===== src/rtl/rv2t_fetch_unit.sv =====
// RV2T instruction fetch stage: owns the architectural PC, issues one instruction read at a time,
// and hands IR/PC to decode with a one-cycle enable_out strobe.
module rv2t_fetch_unit #(
  parameter int unsigned                 XLEN         = 32,
  parameter int unsigned                 PC_BITWIDTH  = 32,
  parameter logic [PC_BITWIDTH-1:0]      RESET_VECTOR = '0
) (
  input  logic                   clk,
  input  logic                   reset_n,
  input  logic                   sync_reset,
  input  logic                   fetch_enable,
  input  logic                   jump_pc_en,
  input  logic [PC_BITWIDTH-1:0] jump_pc,
  output logic                   mem_read_req,
  output logic [PC_BITWIDTH-1:0] mem_read_addr,
  input  logic                   mem_read_ack,
  input  logic [XLEN-1:0]        mem_read_data,
  output logic [XLEN-1:0]        IR_out,
  output logic [PC_BITWIDTH-1:0] PC_out,
  output logic                   enable_out,
  output logic                   busy,
  output logic                   exception_instruction_addr_misaligned,
  output logic                   state_dbg
);

  // Memory handshake: mem_read_req is a one-cycle strobe with mem_read_addr held until the
  // matching mem_read_ack, which arrives at least one cycle later with mem_read_data valid.
  // Only one read is ever outstanding, so req is never raised again before that ack.

  typedef enum logic {
    IDLE     = 1'b0,
    WAIT_ACK = 1'b1
  } state_t;

  state_t                   state_q, state_d;
  logic                     discard_q;
  logic [PC_BITWIDTH-1:0]   pc_q;
  logic [PC_BITWIDTH-1:0]   jump_target;
  logic [PC_BITWIDTH-1:0]   issue_addr;
  logic                     accept;
  logic                     issue;

  assign jump_target = {jump_pc[PC_BITWIDTH-1:2], 2'b00};
  assign issue_addr  = jump_pc_en ? jump_target : pc_q;

  // A response is only delivered when it belongs to the current PC stream.
  assign accept = (state_q == WAIT_ACK) && mem_read_ack && !discard_q && !jump_pc_en;

  // New reads come from a fetch in IDLE or from re-issuing after a dropped (stale) response.
  assign issue = ((state_q == IDLE) && fetch_enable) ||
                 ((state_q == WAIT_ACK) && mem_read_ack && (discard_q || jump_pc_en));

  assign busy      = (state_q == WAIT_ACK);
  assign state_dbg = state_q;

  always_ff @(posedge clk or negedge reset_n) begin
    if (!reset_n) begin
      state_q <= IDLE;
    end else if (sync_reset) begin
      state_q <= IDLE;
    end else begin
      state_q <= state_d;
    end
  end

  always_comb begin
    state_d = state_q;
    case (state_q)
      IDLE:     if (fetch_enable) state_d = WAIT_ACK;
      WAIT_ACK: if (accept)       state_d = IDLE;
      default:  state_d = IDLE;
    endcase
  end

  always_ff @(posedge clk or negedge reset_n) begin
    if (!reset_n) begin
      pc_q                                  <= RESET_VECTOR;
      discard_q                             <= 1'b0;
      mem_read_req                          <= 1'b0;
      mem_read_addr                         <= RESET_VECTOR;
      IR_out                                <= '0;
      PC_out                                <= '0;
      enable_out                            <= 1'b0;
      exception_instruction_addr_misaligned <= 1'b0;
    end else if (sync_reset) begin
      pc_q                                  <= RESET_VECTOR;
      discard_q                             <= 1'b0;
      mem_read_req                          <= 1'b0;
      mem_read_addr                         <= RESET_VECTOR;
      IR_out                                <= '0;
      PC_out                                <= '0;
      enable_out                            <= 1'b0;
      exception_instruction_addr_misaligned <= 1'b0;
    end else begin
      mem_read_req                          <= issue;
      enable_out                            <= accept;
      exception_instruction_addr_misaligned <= jump_pc_en && (jump_pc[1:0] != 2'b00);

      if (issue) mem_read_addr <= issue_addr;

      if (jump_pc_en)  pc_q <= jump_target;
      else if (accept) pc_q <= pc_q + PC_BITWIDTH'(4);

      if (accept) begin
        IR_out <= mem_read_data;
        PC_out <= mem_read_addr;
      end

      // A redirect while waiting marks the in-flight response stale; any ack clears the mark.
      if (state_q == WAIT_ACK) begin
        if (mem_read_ack)    discard_q <= 1'b0;
        else if (jump_pc_en) discard_q <= 1'b1;
      end else begin
        discard_q <= 1'b0;
      end
    end
  end

endmodule


===== config.mk =====
export PLATFORM = sky130hd
export DESIGN_NAME = rv2t_fetch_unit
export DESIGN_NICKNAME = d
export VERILOG_FILES = /design/src/rtl/rv2t_fetch_unit.sv
export SDC_FILE = /design/constraint.sdc
export NUM_CORES = 1
export LEC_CHECK = 0
export CAP_MARGIN = 20
export CORE_ASPECT_RATIO = 0.7
export CORE_UTILIZATION = 51
export CTS_CLUSTER_DIAMETER = 200
export DETAILED_ROUTE_END_ITERATION = 8
export GPL_ROUTABILITY_DRIVEN = 0
export PLACE_DENSITY_LB_ADDON = 0.08
export SLEW_MARGIN = 20
export SYNTH_ARGS = -nofsm -noshare
export SYNTH_HDL_FRONTEND = slang
export SYNTH_SLANG_ARGS = --single-unit
export TNS_END_PERCENT = 5

===== constraint.sdc =====
create_clock -name clk -period 4.3 [get_ports clk]
set_input_delay 0.645 -clock clk [delete_from_list [all_inputs] [get_ports clk]]
set_output_delay 0.645 -clock clk [all_outputs]
set_load 0.005 [all_outputs]

==> qor.yml <==
clock_skew_ns: 0.00909
synth_edf_count: 0
setup_viol: 0
synthesis.nets: 602
drive_above_1_share_pct: 8.14
grt_max_degree: 101
tns_ns: 0
sw_frac_of_total_pct: 24.7
critPathArrivalTime_ns: 2.88
maxCapViolations: 0
wl_per_cell_um: 18.1
whs_ns: 0.322
crit_path_max_incr_delay_ns: 0.71
pwr-share-seq_pct: 40.9
end_kind: "flip-flop"
timing.fmax_ghz: 0.396
path_buf_inv: 2
die_y_um: 91.0
crit_slowest_cell: "nor3_2"
finalInstanceArea_mm2: 0.00823
outcome: "complete, no violations"
drt_first_pass_iters: 5
yosys_register_bits: 129
yosys_warnings: 0
clkPwrFrac_pct: 47.6
leakagePower_nw: 3.55
drt-initial-drc-count: 385
met1_usage_pct: 40.7
p_int_mw: 2.44
post-route-period-util_pct: 58.7
cts_setup_buffers: 0
ys_seq_area_share_pct: 55.9
drc_errors: 0
cp_top_family: "simple AND/OR/NAND/NOR gates"
antenna_found_initial: 1
htreeDepth: 4
grt_use_met3_pct: 6.72
cts_tree: "yes"
fin_crit_ns: 2.53
start_util_pct: 52.4
worstPathMaxFanout: 56
worst_pin_slew_ns: 0.895
rsz0062_at_grt: "no"
clk_pin_slew_ns: 0.06
p_sw_mw: 0.799
relSlewSlack_pct: 40.4
reg2reg_depth: 4
clk_latency_ns: 0.42
place.detailed.hpwl_um: 10100
die_w_um: 129
grt.busiest_layer: "met2"
grt_util_met2_pct: 41.4
p_comb_share_pct: 11.5
hold_buffers: 0
ys_types: 54
finalMaxSlewViolations: 0
cts_root_buffer: "clkbuf_16"
grt_pass1_vias: 4744
fin_util_pct: 74.8
routed_via_density: 5.84
required_ns: 4.65
ys.flop_type: "dfrtp_1"
portBuffers: 170
drt_wl_total_um: 15500
hold_viol_final: 0
hold_class: "in2async"
pin_count: 171
cts-resized-gates: 0
cp_num_cells: 5
dieArea_mm2: 0.0118
cp_cell_sequence: "clkdlybuf4s50_1, nand3b_1, nor3_2, buf_12, a221o_1"
grt_pass1_wl_um: 25200
cts_buffer_depth: 2
synth_cells: 531
num_rows: 32
peakVddDrop_mv: 0.361
coreArea_mm2: 0.0110
dpl_cell_area_mm2: 0.00760
ant_nets: 0
layout.nets: 758
area_delta_synth_final_pct: 42.6
syn_area_per_cell_um2: 10.9
start_kind: "input port"
numCtsBuffers: 17
synthArstFlopShare_pct: 100
path_class: "in2reg"
grtUsageTotal_pct: 28.2
syn_area_mm2: 0.00577
numClockSinks: 129
vias: 4984
power_density_mw_per_mm2: 394
gr-total-overflow: 0
-- cells in the final DEF, fill, tap and decap left out, types with 6 or more instances in the layout --
cell             count
nand2_1             56
a22o_1              64
dfrtp_1            129
o21ai_0             15
buf_4                8
a211oi_1            14
clkbuf_16           17
a311oi_1            17
nand3_1             13
xnor2_1              6
a21oi_1             16
clkdlybuf4s50_1    167
nor2b_1              7
a221o_1              6
mux2i_1             17
nand4_1             11
nor2_1              58
-- through the flow --
| step | worst slack (ns) | total power [mW] | cells |
|---|---|---|---|
| after global routing | 1.60 | 3.35 | 854 |
| after floorplan | 2.41 | 1.49 | 531 |
| after CTS | 1.76 | 3.26 | 853 |
| after detailed placement | 1.35 | 1.72 | 821 |
| after global placement | 1.43 | 1.71 | 821 |
| final | 1.77 | 3.24 | 854 |
-- worst register-to-register path: stages (launching register included) --
cell,delay (ns)
dfrtp_1,0.62
nand3b_1,0.39
nor3_2,0.71
buf_12,0.35
a221o_1,0.26
-- flip-flops by register name, indices dropped and copies added (netlist names) --
signal,count
IR_out,32
PC_out,31
mem_read_addr,31
pc_q,30
busy,1
discard_q,1
enable_out,1
exception_instruction_addr_misaligned,1
mem_read_req,1
-- path summary, 6_finish.rpt --
kind                               from               end  slack, ns
max in group asynchronous       reset_n  mem_read_addr[3]       2.99
setup reg to reg                   busy          pc_q[16]       1.92
min in group clk              PC_out[6]         PC_out[6]       0.50
setup / recovery           mem_read_ack          pc_q[16]       1.77
hold reg to reg               PC_out[6]         PC_out[6]       0.50
hold / removal                  reset_n        PC_out[13]       0.32
-- cell type report --
class	instances	area, um^2
inverters	3	11.3
repair buffers	180	1790
flip-flops and latches	129	3230
clock inverters	15	208
diodes	1	2.50
well taps	153	191
multi-input cells	356	2370
clock buffers	17	425
fillers	726	2780
-- logic make-up after synthesis --
logic type	share of synthesized area, %
compound gates	20.9
xor+xnor	1.21
fa+ha+maj	0.217
buf+inv	3.56
flops	55.9
mux	3.79
simple gates	14.4
-- power groups by stage --
stage | sequential [mW] | clock (mW) | combinational [mW]
5_1_grt | 1.33 | 1.61 | 0.407
3_3_place_gp | 1.34 | 0 | 0.366
6_report | 1.33 | 1.54 | 0.372
2_1_floorplan | 1.34 | 0 | 0.154
3_5_place_dp | 1.35 | 0 | 0.373
4_1_cts | 1.33 | 1.56 | 0.375
-- routing by layer --
metal | vias up | part of all wire (%)
li1 | 2284 | -
met1 | 2473 | 46
met2 | 207 | 46
met3 | 20 | 6.7
met4 | 0 | 1.5
met5 | - | 0
-- Yosys cell counts (4+ instances only) --
library cell	count	area share (%)
a211oi_1	14	1.8
a21oi_1	16	1.4
a221o_1	6	1.0
a22o_1	64	9.7
a311oi_1	17	2.6
and3_1	5	0.54
buf_2	17	1.5
clkbuf_1	23	1.5
dfrtp_1	129	56
mux2i_1	17	2.9
nand2_1	56	3.6
nand3_1	13	1.1
nand4_1	11	1.2
nor2_1	58	3.8
nor2b_1	7	0.76
nor3_1	4	0.35
o21ai_0	15	1.3
xnor2_1	6	0.91
(Power assumes the default switching activity.)
